--- src/rtl/seven_seg_scan_n_if.sv ---
// Display-value and pin bundle for the multiplexed seven-segment scanner.
// The master side produces display data; the slave side is the scanner driving the pins.
interface seven_seg_scan_n_if #(
    parameter int NUM_DIGITS  = 8,
    parameter int BRIGHT_BITS = 4
);
    logic [4*NUM_DIGITS-1:0] value;
    logic [NUM_DIGITS-1:0]   dots;
    logic [NUM_DIGITS-1:0]   digit_en;
    logic                    blank_lz;
    logic [BRIGHT_BITS-1:0]  brightness;
    logic                    load;
    logic [7:0]              segment;
    logic [NUM_DIGITS-1:0]   digit;
    logic                    frame_done;

    modport master (
        output value, dots, digit_en, blank_lz, brightness, load,
        input  segment, digit, frame_done
    );

    modport slave (
        input  value, dots, digit_en, blank_lz, brightness, load,
        output segment, digit, frame_done
    );
endinterface

--- src/rtl/seven_seg_scan_n.sv ---
// N-digit multiplexed seven-segment driver with frame-synchronous shadow loading,
// per-digit enable, leading-zero blanking, PWM brightness and selectable pin polarity.
module seven_seg_scan_n #(
    parameter int NUM_DIGITS  = 8,
    parameter int CLK_DIV     = 50000,
    parameter int BRIGHT_BITS = 4,
    parameter int ACTIVE_LOW  = 1
) (
    input logic clock,
    input logic reset,
    seven_seg_scan_n_if.slave bus
);
    localparam int   IDX_W = $clog2(NUM_DIGITS);
    localparam int   PRE_W = $clog2(CLK_DIV);
    localparam logic POL   = (ACTIVE_LOW != 0);

    logic [PRE_W-1:0]        prescaler;
    logic [IDX_W-1:0]        idx;
    logic [BRIGHT_BITS-1:0]  pwm_cnt;

    logic [4*NUM_DIGITS-1:0] pend_value, act_value;
    logic [NUM_DIGITS-1:0]   pend_dots, act_dots;
    logic [NUM_DIGITS-1:0]   pend_en, act_en;
    logic                    pend_blz, act_blz;

    logic                    tick, wrap;
    logic                    run;
    logic [NUM_DIGITS-1:0]   zero_run;
    logic [3:0]              nibble;
    logic                    lit;
    logic [7:0]              next_seg;
    logic [NUM_DIGITS-1:0]   next_dig;

    function automatic logic [6:0] decode(input logic [3:0] n);
        case (n)
            4'h0: decode = 7'h3F;
            4'h1: decode = 7'h06;
            4'h2: decode = 7'h5B;
            4'h3: decode = 7'h4F;
            4'h4: decode = 7'h66;
            4'h5: decode = 7'h6D;
            4'h6: decode = 7'h7D;
            4'h7: decode = 7'h07;
            4'h8: decode = 7'h7F;
            4'h9: decode = 7'h6F;
            4'hA: decode = 7'h77;
            4'hB: decode = 7'h7C;
            4'hC: decode = 7'h39;
            4'hD: decode = 7'h5E;
            4'hE: decode = 7'h79;
            default: decode = 7'h71;
        endcase
    endfunction

    assign tick = (prescaler == PRE_W'(CLK_DIV - 1));
    assign wrap = tick && (idx == IDX_W'(NUM_DIGITS - 1));

    // zero_run[i]: digits i..MSB all show a bare zero, so digit i may be blanked
    always_comb begin
        run      = 1'b1;
        zero_run = '0;
        for (int unsigned k = 0; k < NUM_DIGITS; k++) begin
            run = run && (act_value[4*(NUM_DIGITS-1-k) +: 4] == 4'd0)
                      && !act_dots[NUM_DIGITS-1-k];
            zero_run[NUM_DIGITS-1-k] = run;
        end
    end

    always_comb begin
        nibble   = act_value[{idx, 2'b00} +: 4];
        lit      = act_en[idx] && (pwm_cnt <= bus.brightness)
                   && !(act_blz && (idx != '0) && zero_run[idx]);
        next_seg = '0;
        next_dig = '0;
        if (lit) begin
            next_seg      = {act_dots[idx], decode(nibble)};
            next_dig[idx] = 1'b1;
        end
    end

    always_ff @(posedge clock) begin
        if (reset) begin
            prescaler      <= '0;
            idx            <= '0;
            pwm_cnt        <= '0;
            pend_value     <= '0;
            pend_dots      <= '0;
            pend_en        <= '0;
            pend_blz       <= 1'b0;
            act_value      <= '0;
            act_dots       <= '0;
            act_en         <= '0;
            act_blz        <= 1'b0;
            bus.segment    <= {8{POL}};
            bus.digit      <= {NUM_DIGITS{POL}};
            bus.frame_done <= 1'b0;
        end else begin
            prescaler <= tick ? '0 : prescaler + 1'b1;
            if (tick)
                idx <= (idx == IDX_W'(NUM_DIGITS - 1)) ? '0 : idx + 1'b1;
            pwm_cnt <= pwm_cnt + 1'b1;
            if (load_fire()) begin
                pend_value <= bus.value;
                pend_dots  <= bus.dots;
                pend_en    <= bus.digit_en;
                pend_blz   <= bus.blank_lz;
            end
            // active takes the pre-edge pending set, so a load on the wrap edge waits a frame
            if (wrap) begin
                act_value <= pend_value;
                act_dots  <= pend_dots;
                act_en    <= pend_en;
                act_blz   <= pend_blz;
            end
            bus.frame_done <= wrap;
            bus.segment    <= next_seg ^ {8{POL}};
            bus.digit      <= next_dig ^ {NUM_DIGITS{POL}};
        end
    end

    function automatic logic load_fire();
        return bus.load;
    endfunction
endmodule

--- src/flat_wrapper.sv ---
// flat-port wrapper written by rule: the top's interface ports become plain ports
module seven_seg_scan_n_flat 
#(
    parameter int NUM_DIGITS  = 8,
    parameter int CLK_DIV     = 50000,
    parameter int BRIGHT_BITS = 4,
    parameter int ACTIVE_LOW  = 1
)
  (clock, reset, bus_value, bus_dots, bus_digit_en, bus_blank_lz, bus_brightness, bus_load, bus_segment, bus_digit, bus_frame_done);
  seven_seg_scan_n_if #(.NUM_DIGITS(NUM_DIGITS), .BRIGHT_BITS(BRIGHT_BITS)) bus_i ();
  input logic clock;
  input logic reset;
  input wire logic [$bits(bus_i.value)-1:0] bus_value;
  input wire logic [$bits(bus_i.dots)-1:0] bus_dots;
  input wire logic [$bits(bus_i.digit_en)-1:0] bus_digit_en;
  input wire logic [$bits(bus_i.blank_lz)-1:0] bus_blank_lz;
  input wire logic [$bits(bus_i.brightness)-1:0] bus_brightness;
  input wire logic [$bits(bus_i.load)-1:0] bus_load;
  output wire logic [$bits(bus_i.segment)-1:0] bus_segment;
  output wire logic [$bits(bus_i.digit)-1:0] bus_digit;
  output wire logic [$bits(bus_i.frame_done)-1:0] bus_frame_done;
  assign bus_i.value = bus_value;
  assign bus_i.dots = bus_dots;
  assign bus_i.digit_en = bus_digit_en;
  assign bus_i.blank_lz = bus_blank_lz;
  assign bus_i.brightness = bus_brightness;
  assign bus_i.load = bus_load;
  assign bus_segment = bus_i.segment;
  assign bus_digit = bus_i.digit;
  assign bus_frame_done = bus_i.frame_done;
  seven_seg_scan_n #(.NUM_DIGITS(NUM_DIGITS), .CLK_DIV(CLK_DIV), .BRIGHT_BITS(BRIGHT_BITS), .ACTIVE_LOW(ACTIVE_LOW)) u_core (.clock(clock), .reset(reset), .bus(bus_i));
endmodule
--- config.mk ---
export PLATFORM = sky130hd
export DESIGN_NAME = seven_seg_scan_n_flat
export DESIGN_NICKNAME = d
export VERILOG_FILES = /design/src/rtl/seven_seg_scan_n_if.sv /design/src/rtl/seven_seg_scan_n.sv /design/src/flat_wrapper.sv
export SDC_FILE = /design/constraint.sdc
export NUM_CORES = 1
export LEC_CHECK = 0
export ABC_AREA = 0
export BUFFER_PORTS_ARGS = -buffer_cell sky130_fd_sc_hd__clkbuf_2
export CORE_MARGIN = 5
export CORE_UTILIZATION = 43
export DETAILED_ROUTE_END_ITERATION = 12
export GPL_TIMING_DRIVEN = 0
export SETUP_SLACK_MARGIN = 0.5
export SLEW_MARGIN = 30
export SYNTH_ARGS = -nofsm -noshare
export SYNTH_HDL_FRONTEND = slang
export SYNTH_SLANG_ARGS = --single-unit
export TNS_END_PERCENT = 20
--- constraint.sdc ---
create_clock -name clock -period 2.2 [get_ports clock]
set_input_delay 0.22 -clock clock [delete_from_list [all_inputs] [get_ports clock]]
set_output_delay 0.22 -clock clock [all_outputs]
set_load 0.02 [all_outputs]
== Word level (Yosys, flattened, before mapping) ==
Memory sizes are Yosys's and may differ from the RTL's.
Cells that the tools add are included.

* Output and inout bits: 17
* Logic and storage cells: 77
* Memories kept: 1
* ROM bits: 112
* Register bits after elaboration: 138

{| class="wikitable"
|+ Memory list
! memory !! words !! width !! read ports !! clocked after memory_dff !! wr ports !! RTL line !! text
|-
| (name not given) || 16 || 7 || 1 || 0 || 0 || seven_seg_scan_n.sv:35 || <nowiki>case (n)</nowiki>
|}

* Add/sub/neg operators: 3
* Muxes and demuxes: 11
* Order comparisons: 3
* Eq/ne operators: 2
* Reductions and logical operators: 40
* Shift operators: 1
* Bitwise gates (word level): 2

{| class="wikitable"
|+ Operators with widths
! kind !! count
|-
| logical NOT 4 bit || 8
|-
| variable part select 32 x 6 -> 4 bit || 1
|-
| logical AND 1 bit || 21
|-
| adder 16 x 1 -> 16 bit, second input constant || 1
|-
| equality test 16 bit, second input constant || 1
|-
| two-way mux 8 bit || 2
|-
| inverter 8 bit || 2
|-
| binary-select mux 1 bit (select 3 bit) || 3
|-
| logical NOT 1 bit || 9
|-
| adder 4 x 1 -> 4 bit, second input constant || 1
|-
| less-or-equal comparator 4 bit || 1
|-
| < comparator 3 x 4 -> 1 bit, second input constant || 1
|-
| two-way mux 1 bit || 4
|-
| adder 3 x 1 -> 3 bit, second input constant || 1
|-
| demux 1 bit (select 3 bit) || 1
|-
| equality test 3 bit, second input constant || 1
|-
| greater-or-equal comparator 3 x 1 -> 1 bit, second input constant || 1
|-
| two-way mux 3 bit || 1
|-
| nonzero test 3 bit || 1
|-
| OR reduction 2 bit || 1
|}

== Logic depth before layout (Yosys ltp) ==
Gate-level depths: netlist of run 1.

* Depth after elaboration: 23
* Mapped depth: 10
* Gate-level depth less buffers: 8

== Worst setup path after synthesis of run 1 ==
Ideal clock, no wire load.

* Path type: flip-flop to flip-flop
* Start point: reg u_core.idx[1]
* End point: reg u_core.bus.segment[3]
* Setup slack: 0.022 ns
* Required time: 2.071 ns
* Data arrival time: 2.049 ns
* Stages on the path, launching flop included: 9
* Path through: dfxtp_1 > buf_4 > mux4_2 > mux2i_1 > inv_1 > ha_1 > nor3b_1 > a31oi_1 > nand4_1

* Word-level cells in the longest chain between the ends: 7
* Elaborated cells between the ends (all ways): 14
* Classes of those cells: shift (1); mux (5); bitwise (1); reduce/logical (6); memory (1)

{| class="wikitable"
|+ RTL lines
! item !! RTL line !! text
|-
| start: declaration || seven_seg_scan_n.sv:18 || <nowiki>logic [IDX_W-1:0] idx;</nowiki>
|-
| start signal: assignment || seven_seg_scan_n.sv:100 || <nowiki>idx <= (idx == IDX_W'(NUM_DIGITS - 1)) ? '0 : idx + 1'b1;</nowiki>
|-
| parallel branches: the longest is 5 deep, another holds memory (16 x 7 bit) || -- ||
|-
| two-way mux 8 bit * || seven_seg_scan_n.sv:75 || <nowiki>if (lit) begin</nowiki>
|-
| inverter 8 bit (no source line) * || -- ||
|-
| end signal: assignment || seven_seg_scan_n.sv:94 || <nowiki>bus.segment <= {8{POL}};</nowiki>
|-
| end signal: assignment || seven_seg_scan_n.sv:116 || <nowiki>bus.segment <= next_seg ^ {8{POL}};</nowiki>
|-
| end: declaration || seven_seg_scan_n_if.sv:24 || <nowiki>output segment, digit, frame_done</nowiki>
|}

Every way passes the cells marked *. The select of a mux whose other input is x is not followed.
A chain may end at the register's enable or synchronous reset.

== Worst setup path after layout of run 1 ==
Same ends and word-level chain as after synthesis.

==> summary.txt, run 1 <==
Synth
  • Warnings, synthesis: 0
  • Gate count after technology mapping: 633
  • Total of flip-flops plus latches after synthesis: 138
  • Portion of netlist area occupied by mux cells: 13.9%
  • Dominant combinational cell family by area after synthesis: simple AND/OR/NAND/NOR gates
  • Total nets after synthesis: 703
  • Synth Cell Area: 5750 um2
  • Post-Synthesis Mean Instance Area: 9.09 um2
  • Fraction of the mapped netlist area in compound gates: 8.09%
  • Fraction of synthesized cell area in xor and xnor cells: 2.44%
  • Adder-Cell Fraction of Synth Area: 3.04%
  • Post-synthesis simple-gate area fraction: 20.4%
  • Count of cell types in the netlist: 49
  • Post-synth EDFFs: 0
  • Fraction of registers with async set/reset: 0%
  • Share of the yosys chip area belonging to registers: 48.0%
  • Predominant post-synthesis flop cell: dfxtp_1

Critical path
  • Element type at the critical path start: register
  • Data arrival time of the critical path: 2380 ps
  • Chain of cells forming the critical path: buf_8, mux4_2, mux2i_4, inv_2, ha_4, nor3b_1, a31oi_1, nand4_1
  • Crit Path Class: reg -> reg
  • Worst-path cell with the longest stage delay: mux4_2
  • Crit. End Element: register
  • Required time reported for the critical path endpoint: 2490 ps
  • Largest stage delay, worst path: 540 ps
  • Maximum fanout along the worst path: 5

Timing
  • Crit share post-route: 94.8%
  • Tmin final: 2090 ps
  • Count of pins over their slew limit: 0
  • Clock tree skew after final layout: 10.1 ps
  • Least-Margin Pin Slew: 858 ps
  • Final hold vios: 0
  • Setup violation total in the final timing report: 0
  • Fin worst setup slack: 114 ps
  • Max Clk Rate: 0.479 GHz
  • Slew headroom: 42.8%
  • Setup repair after global routing missed its margin: yes

Clocking
  • Clock tree from TritonCTS: done
  • Buffer depth of the longest clock path: 2
  • Count of H-tree levels built during CTS: 4
  • Count of clock tree sinks: 138
  • Insertion delay of the later-clocked pin in the worst-skew pair: 420 ps
  • CTS root buffer: clkbuf_16
  • Hold bufs inserted after CTS: 0
  • CTS Buf Count: 17
  • Clk pin slew, worst setup/hold paths: 60 ps

Die
  • Std cell rows: 42
  • Die width: 126 um
  • Count of pins on the block boundary: 73
  • Core Region: 13200 um2
  • Effective utilization at floorplan: 43.6%
  • Vertical die dimension: 126 um
  • Total die area: 15800 um2

Job
  • Max-cap violations: 0

GRT
  • Sum of overflow across all layers after global routing: 0
  • GR Util All Layers: 18.8%
  • Number of global-route vias before repair: 4824
  • Largest net degree at the start of global routing: 17
  • Global-route wire length before repair: 23.5 mm
  • Number of antenna violations at the first check in global routing: 0

Routing
  • Routed len/inst: 15.7 um
  • Iteration-0 DRC Markers: 240
  • First-pass iteration count of the detailed router: 5
  • Via total after detailed routing: 4816
  • Antenna Nets Post-Route: 0
  • Routed wire length: 14.7 mm
  • Via/cell ratio: 5.15
  • DR DRC count: 0

Place
  • Half-perimeter wire length after placement: 10.5 mm
  • Final GP Congestion: 0.943
  • Post-placement cell area: 6400 um2
  • IO Port Bufs: 70
  • Worst setup slack before clock tree synthesis: -53.0 ps
  • Cell count after placement: 879

Hold path
  • Tightest Hold Check Type: in -> reg

Power
  • Total power: 5790 uW
  • Power Density: 767 nW/um2
  • Leakage: 0.00323 uW
  • Maximum vdd ir drop: 484 uV

Final layout
  • Fraction of layout instances using a drive strength above 1: 28.0%
  • Final Net Count: 817
  • Count of inserted antenna diode cells: 0
  • Post-route insts no fill: 936
  • Fin area: 7550 um2
  • Synthesis-to-layout area growth: 31.3%

Outcome
  • Outcome: completed
## path summary, 6_finish.rpt
check                                           start                    end  slack (ps)  depth (start not counted)
worst max-delay path                    u_core.idx[1]  u_core.bus.segment[3]         110                          8
worst min-delay path                    bus_value[30]  u_core.pend_value[30]          30                          3
worst max register to register          u_core.idx[1]  u_core.bus.segment[3]         110                          8
worst min register to register  u_core.pend_value[23]   u_core.act_value[23]         450                          2
## worst max-delay path: cells and delay by family (launching register included)
family | cells | cell delay [ps]
fa+ha+maj | 1 | 170
buf+inv | 2 | 220
flops | 1 | 390
compound gates | 1 | 160
mux | 2 | 760
simple gates | 2 | 240
## power breakdown
part / internal [uW] / switching, uW / leakage (uW)
clock network: 1870 / 1060 / 0.000293
registers: 2560 / 44.6 / 0.00113
logic: 119 / 128 / 0.00181
total: 4550 / 1240 / 0.00323
## cell usage after synthesis (2+ instances only)
library cell	n	share of area (%)
mux2_2	5	0.98
nor3_1	6	0.52
nand2b_1	2	0.22
nand2_1	110	7.2
buf_1	8	0.52
nor2_1	88	5.7
mux4_2	8	3.1
o21ai_0	4	0.35
xor2_1	10	1.5
and3_1	5	0.54
nor2b_1	4	0.43
a221oi_1	2	0.30
inv_1	14	0.91
a21oi_1	54	4.7
o211ai_1	2	0.26
nand4_1	14	1.5
dfxtp_1	138	48
buf_4	5	0.65
mux2i_1	56	9.7
buf_2	10	0.87
a31oi_1	3	0.33
ha_1	14	3.0
o31a_1	2	0.30
clkbuf_1	18	1.2
xnor2_1	6	0.91
nand3_1	19	1.7
or4_1	4	0.52
## cell families (layout without fill, tap and decap cells)
| kind of cell | count (synthesis) | in the layout |
|---|---|---|
| flip-flops | 138 | 138 |
| AND/OR/NAND/NOR | 263 | 263 |
| buffers and inverters | 56 | 183 |
| multiplexers | 69 | 69 |
| XOR/XNOR | 16 | 16 |
| adder cells (fa/ha/maj) | 14 | 14 |
| AO/OA/AOI/OAI | 77 | 77 |
## state kept, by name (all words and copies together) (netlist names)
| register | cells |
|---|---|
| u_core.act_value | 32 |
| u_core.pwm_cnt | 4 |
| u_core.bus.segment | 8 |
| u_core.prescaler | 16 |
| u_core.act_en | 8 |
| u_core.bus.digit | 8 |
| u_core.act_blz | 1 |
| u_core.pend_en | 8 |
| u_core.bus.frame_done | 1 |
| u_core.act_dots | 8 |
| u_core.pend_dots | 8 |
| u_core.pend_blz | 1 |
| u_core.idx | 3 |
| u_core.pend_value | 32 |
## layout by cell type, fill, tap and decap left out, types with 6 or more instances in the layout
master	Yosys	routed
clkbuf_2	0	74
ha_1	14	11
a21oi_2	0	11
buf_4	5	22
inv_1	14	11
nand3_1	19	19
clkbuf_1	18	13
nor2_1	88	87
buf_1	8	7
nand4_1	14	14
nand2_4	0	8
mux4_2	8	8
mux2i_1	56	54
dfxtp_1	138	132
xor2_1	10	10
a21oi_1	54	43
clkbuf_16	0	20
xnor2_1	6	6
nand2_1	110	101
## timing repair
| item | 4_1_cts | 5_1_grt |
|---|---|---|
| buffers inserted | 11 | 10 |
| gates resized for setup | 27 | 56 |
| cloned | 1 | 3 |
| setup endpoints to repair | 82 | 77 |
| pin swaps | 7 | 21 |
| endpoints found under the hold margin | 0 | 0 |
## metrics by stage
stage | utilization [%] | hold WS (ps) | TNS (ps)
detailed placement | 48.5 | 450 | -151
global placement | 48.5 | 443 | -34.4
CTS | 54.8 | 21.4 | 0
global route | 57.3 | 24.1 | 0
finish | 57.3 | 29.6 | 0
floorplan | - | 367 | 0
## per-layer routing
metal  global-route usage [%]  wire length [um]  vias to the layer above
met2                     30.7              7090                      132
met4                     7.97               329                        0
met1                     23.5              6500                     2265
li1                         -                 -                     2395
met5                        0                 0                        -
met3                     5.08               774                       24
## cell type report
type,instances,area (um2)
fill,1188,5640
multi-input combinational,439,2970
buffer,41,285
clock buffer,22,474
clock inverter,10,140
inverter,15,57.6
timing repair buffer,95,623
sequential,138,2780
tap,176,220
Power figures use the tool's default switching activity.
==> run 2, diff against run 1 <==
Clock period 2.2 ns to 1.8 ns, I/O delays scaled along.
==> run 2 against run 1 <==
Against the previous run:
- the run now ends with setup timing left
- routed wire length rose by 2.8%
- via count grew 4.7%
- sequential cell count unchanged
- die area unchanged
- clock power rose by 19%
- non-clock buffer count up 39
- utilization rose by 3.9 points
- clock skew hardly changed
- cell count increased by 4.2%
- critical path depth down 1
- register-to-register slack got worse by 400 ps
- highest routed layer unchanged
==> summary.txt, run 2 (synthesized netlist as in run 1, its figures left out) <==
Power
  • Logic gate share of total power: 5.4%
  • Power Density: 875 nW/um2
  • Cell Int Power: 5500 uW
  • Register share of total power: 45.1%
  • Clock network fraction of design power: 49.5%
  • Maximum vdd ir drop: 688 uV
  • Leakage: 0.00336 uW
  • Proportion of total power due to net switching: 22.1%
  • Sw Pwr: 1560 uW

Die
  • Count of pins on the block boundary: 73
  • Core Region: 13200 um2
  • Std cell rows: 42
  • Total die area: 15800 um2
  • Die width: 126 um
  • Effective utilization at floorplan: 43.6%
  • Vertical die dimension: 126 um

Final layout
  • Most common library cell in the layout ignoring fill and taps: dfxtp_1
  • Fin area: 8070 um2
  • Leading cell types in the layout, fill and taps excluded: 126 x dfxtp_1, 89 x nand2_1, 82 x nor2_1
  • Biggest registers after layout: u_core.act_value x32, u_core.pend_value x32, u_core.prescaler x16
  • Core utilization of the finished layout: 61.1%
  • Count of inserted antenna diode cells: 0
  • Final-layout fill cell count: 1146
  • Fraction of layout instances using a drive strength above 1: 32.2%
  • Final Net Count: 856
  • Synthesis-to-layout area growth: 40.2%

Clocking
  • Clock tree from TritonCTS: done
  • CTS root buffer: clkbuf_16
  • CTS Buf Count: 17
  • Count of clock tree sinks: 138
  • Count of H-tree levels built during CTS: 4
  • Insertion delay of the later-clocked pin in the worst-skew pair: 430 ps
  • Buffer depth of the longest clock path: 2
  • Clk pin slew, worst setup/hold paths: 60 ps

Timing
  • Final hold vios: 0
  • Setup violation total in the final timing report: 18
  • Count of pins over their slew limit: 0
  • Clock tree skew after final layout: 10.4 ps
  • Fin worst setup slack: -285 ps
  • Crit share post-route: 116%
  • Setup repair after global routing missed its margin: yes
  • Slew headroom: 45.2%
  • Tmin final: 2080 ps
  • Max Clk Rate: 0.480 GHz
  • Least-Margin Pin Slew: 821 ps

Place
  • Post-placement cell area: 6400 um2
  • Worst setup slack before clock tree synthesis: -389 ps
  • IO Port Bufs: 70
  • Half-perimeter wire length after placement: 10.6 mm
  • Final GP Congestion: 0.919

Routing
  • Routed wire length: 15.1 mm
  • Routed len/inst: 15.5 um
  • First-pass iteration count of the detailed router: 5
  • DR DRC count: 0
  • Iteration-0 DRC Markers: 230
  • Via/cell ratio: 5.17
  • Antenna Nets Post-Route: 0
  • Via total after detailed routing: 5044

Critical path
  • Element type at the critical path start: register
  • Chain of cells forming the critical path: buf_8, mux4_2, mux2i_4, buf_4, ha_4, o31a_1, nand4_1
  • Maximum fanout along the worst path: 5
  • CP endpoint: u_core.bus.segment[3]
  • Worst-path cell with the longest stage delay: mux4_2
  • Number of cells on the worst reg-to-reg path: 7
  • Crit Path Class: reg -> reg
  • Largest stage delay, worst path: 530 ps
  • Slack of the worst reg-to-reg path: -280 ps
  • Critical R2R Launch: u_core.idx[1]
  • Required time reported for the critical path endpoint: 2150 ps
  • Endpoint of the worst-slack reg-to-reg timing path: u_core.bus.segment[3]
  • Crit path launch: u_core.idx[1]
  • Data arrival time of the critical path: 2440 ps
  • Crit. End Element: register

GRT
  • GR Util All Layers: 19.2%
  • Number of global-route vias before repair: 5031
  • Global-route wire length before repair: 24.4 mm
  • Number of antenna violations at the first check in global routing: 0
  • Largest net degree at the start of global routing: 17
  • Sum of overflow across all layers after global routing: 0

Job
  • Max-cap violations: 0

Hold path
  • Tightest Hold Check Type: in -> reg

Outcome
  • Outcome: finished, violations left
  • Failing checks: setup timing
[run 2: cell count changes in the layout (fill, tap and decap cells not counted), moves of 4 or more]
cell,change
dlygate4sd3_1,+33
nand2_2,+17
nand2_1,-12
buf_6,+9
dfxtp_2,+7
a21oi_1,-6
a21oi_2,+6
dfxtp_1,-6
nand2_4,-5
nor2_1,-5
clkbuf_1,-4
[run 2: critical path: cells and delay by family, from the launching register on]
kind                       cells  cell delay (ps)
muxes                          2              760
DFF                            1              390
buffers and inverters          2              300
AOI/OAI and AO/OA              1              290
adders and majority gates      1              190
and+or+nand+nor                1               90
[run 2: how the worst min path moves through the flow]
stage | to | cells after the start | start | slack (ps)
floorplan | u_core.pend_blz | 2 | bus_blank_lz | 330
global placement | u_core.pend_value[19] | 3 | bus_value[19] | 410
detailed placement | u_core.pend_blz | 3 | bus_blank_lz | 420
CTS | u_core.pend_value[30] | 3 | bus_value[30] | 3
global route | u_core.pend_value[20] | 3 | bus_value[20] | 0.6
finish | u_core.pend_value[24] | 3 | bus_value[24] | 10
[run 2: final cells by class]
type / instances / area (um2) / share of cell area [%]
Multi-Input combinational cell: 439 / 3050 / 37.8
Sequential cell: 138 / 2780 / 34.5
Timing Repair Buffer: 134 / 1000 / 12.4
Clock buffer: 20 / 467 / 5.79
Buffer: 41 / 352 / 4.36
Tap cell: 176 / 220 / 2.73
Clock inverter: 12 / 138 / 1.71
Inverter: 15 / 57.6 / 0.714
[run 2: what timing repair did]
item                                   4_1_cts  5_1_grt
gates resized for setup                     93       38
setup endpoints to repair                  104       87
hold buffers                                33        0
gates cloned                                 2        2
setup buffers                               14       13
endpoints found under the hold margin       33        0
pin swaps                                   61       25
[run 2: power groups by stage]
stage	Combinational [uW]	Clock (uW)	Sequential, uW
after global placement	279	0	3250
after CTS	381	3550	3180
final	382	3490	3180
after floorplan	186	0	3230
after detailed placement	293	0	3250
after global routing	429	3700	3190
[run 2: metrics by stage]
stage               hold slack [ps]  total power (uW)  std cells  TNS [ps]
floorplan                       327              3420        633      -447
global placement                414              3530        879    -16100
detailed placement              423              3540        879    -18530
CTS                            2.84              7120        960     -2370
global route                  0.642              7320        975     -6010
finish                         10.8              7060        975     -3000
[run 2: routing by layer]
| layer | GRT usage, % | part of all wire (%) |
|---|---|---|
| met3 | 4.91 | 5.8 |
| met1 | 23.8 | 43 |
| met4 | 7.53 | 1.7 |
| met5 | 0 | 0 |
| met2 | 32.0 | 49 |
==> run 3, diff against run 2 <==
Clock period 1.8 ns to 2.3 ns, I/O delays scaled along.
==> run 3 against run 2 <==
Against the previous run:
- the flow now finishes without violations
- utilization shrank 5.6 points
- power down 20%
- cell area down 9.1%
- highest routed layer unchanged
==> summary.txt, run 3 (synthesized netlist as in run 1, its figures left out) <==
Clocking
  • Clock tree from TritonCTS: done
  • Hold bufs inserted after CTS: 0
  • Clk pin slew, worst setup/hold paths: 60 ps
  • CTS Buf Count: 17
  • Count of clock tree sinks: 138
  • Count of H-tree levels built during CTS: 4
  • Buffer depth of the longest clock path: 2
  • Insertion delay of the later-clocked pin in the worst-skew pair: 430 ps
  • CTS root buffer: clkbuf_16

Power
  • Maximum vdd ir drop: 529 uV
  • Cell Int Power: 4480 uW
  • Leakage: 0.00307 uW
  • Proportion of total power due to net switching: 20.7%
  • Sw Pwr: 1170 uW
  • Logic gate share of total power: 4.1%
  • Register share of total power: 44.0%
  • Power Density: 772 nW/um2
  • Clock network fraction of design power: 52.0%

Hold path
  • Tightest Hold Check Type: in -> reg
  • Count of cells along the worst hold path: 3

Timing
  • Setup repair after global routing missed its margin: yes
  • Crit share post-route: 93.2%
  • Setup violation total in the final timing report: 0
  • Max Clk Rate: 0.466 GHz
  • Final hold vios: 0
  • Count of pins over their slew limit: 0
  • Clock tree skew after final layout: 6.62 ps
  • WHS: 42.4 ps
  • Setup TNS: 0 ps
  • Tmin final: 2140 ps
  • Least-Margin Pin Slew: 794 ps
  • Fin worst setup slack: 156 ps
  • Slew headroom: 47.1%

Die
  • Count of pins on the block boundary: 73
  • Effective utilization at floorplan: 43.6%
  • Total die area: 15800 um2
  • Core Region: 13200 um2
  • Die width: 126 um
  • Vertical die dimension: 126 um
  • Std cell rows: 42

GRT
  • Global-route wire length before repair: 23.6 mm
  • Sum of overflow across all layers after global routing: 0
  • GR Util All Layers: 18.8%
  • Number of global-route vias before repair: 4740
  • Largest net degree at the start of global routing: 17
  • Number of antenna violations at the first check in global routing: 0

Routing
  • Routed len/inst: 15.6 um
  • First-pass iteration count of the detailed router: 4
  • DR DRC count: 0
  • Iteration-0 DRC Markers: 312
  • Routed wire length: 14.5 mm
  • Via/cell ratio: 5.09
  • Antenna Nets Post-Route: 0
  • Via total after detailed routing: 4704

Job
  • Max-cap violations: 0

Final layout
  • Final Net Count: 806
  • Synthesis-to-layout area growth: 27.4%
  • Fraction of layout instances using a drive strength above 1: 24.7%
  • Count of inserted antenna diode cells: 0
  • Most common library cell in the layout ignoring fill and taps: dfxtp_1
  • Post-route insts no fill: 925
  • Biggest registers after layout: u_core.act_value x32, u_core.pend_value x32, u_core.prescaler x16
  • Core utilization of the finished layout: 55.6%
  • Leading cell types in the layout, fill and taps excluded: 132 x dfxtp_1, 110 x nand2_1, 87 x nor2_1

Critical path
  • Cell class contributing the biggest share of worst-path delay: multiplexers
  • Chain of cells forming the critical path: buf_8, mux4_2, mux2i_4, inv_2, ha_4, nor3b_4, a31oi_1, nand4_1
  • Crit Path Class: reg -> reg
  • Number of cells on the worst reg-to-reg path: 8
  • Critical path depth in cells: 8
  • Required time reported for the critical path endpoint: 2590 ps
  • Worst-path cell with the longest stage delay: mux4_2
  • Largest stage delay, worst path: 530 ps
  • Maximum fanout along the worst path: 5
  • Data arrival time of the critical path: 2440 ps
  • Element type at the critical path start: register
  • Crit. End Element: register
  • Crit path buffers/inverters: 2

Place
  • Worst setup slack before clock tree synthesis: 21.3 ps
  • Final GP Congestion: 0.928
  • Half-perimeter wire length after placement: 10.6 mm
  • Cell count after placement: 879
  • IO Port Bufs: 70

Outcome
  • Outcome: completed
## run 3: changes by cell type in the layout (fill, tap and decap cells not counted), moves of 5 or more
| cell | change |
|---|---|
| a21oi_1 | +17 |
| nand2_1 | +21 |
| nand2_2 | -18 |
| dlygate4sd3_1 | -33 |
| dfxtp_1 | +6 |
| a21oi_2 | -17 |
| nor2_1 | +5 |
| buf_4 | -10 |
| dfxtp_2 | -6 |
| buf_6 | -6 |
## run 3: worst register-to-register path, cell delays in order (launching register included)
cell and delay, ps:
dfxtp_4 380, buf_8 130, mux4_2 530, mux2i_4 230, inv_2 100, ha_4 180
nor3b_4 140, a31oi_1 210, nand4_1 120
## run 3: power groups by stage
stage / Sequential, uW / Combinational [uW] / Clock, uW
floorplan: 2530 / 144 / 0
global placement: 2540 / 216 / 0
detailed placement: 2540 / 227 / 0
CTS: 2490 / 234 / 2990
global route: 2490 / 260 / 3100
finish: 2490 / 230 / 2940
## run 3: per-layer routing
layer | global-route usage [%] | vias to the layer above | part of all wire, %
met5 | 0 | - | 0
met4 | 7.40 | 0 | 1.9
met3 | 5.72 | 29 | 5.7
met2 | 30.6 | 135 | 48
met1 | 23.4 | 2173 | 44
li1 | - | 2367 | -
## run 3: layout make-up
class | count | area, um2
inverter | 15 | 58.8
fill | 1218 | 5860
multi-input combinational | 439 | 2890
tap | 176 | 220
clock inverter | 11 | 166
buffer | 41 | 248
timing repair buffer | 84 | 493
clock buffer | 21 | 480
sequential | 138 | 2780
## run 3: final timing paths
| path | startpoint | to | slack (ps) |
|---|---|---|---|
| max | u_core.idx[1] | u_core.bus.segment[3] | 160 |
| min | bus_value[15] | u_core.pend_value[15] | 40 |
| max reg2reg | u_core.idx[1] | u_core.bus.segment[3] | 160 |
| min reg2reg | u_core.pend_value[4] | u_core.act_value[4] | 450 |
## run 3: through the flow
| step | power (uW) | instance area [um2] |
|---|---|---|
| 4_1_cts | 5720 | 7210 |
| 6_report | 5660 | 7330 |
| 2_1_floorplan | 2670 | 5790 |
| 3_3_place_gp | 2750 | 6360 |
| 3_5_place_dp | 2770 | 6360 |
| 5_1_grt | 5860 | 7330 |
## run 3: what timing repair did
item                                    in CTS  in global routing
cloned                                       2                  0
endpoints found under the setup margin      82                 65
setup buffers                                7                  5
pin swaps                                    2                  6
resized for setup                           30                 18
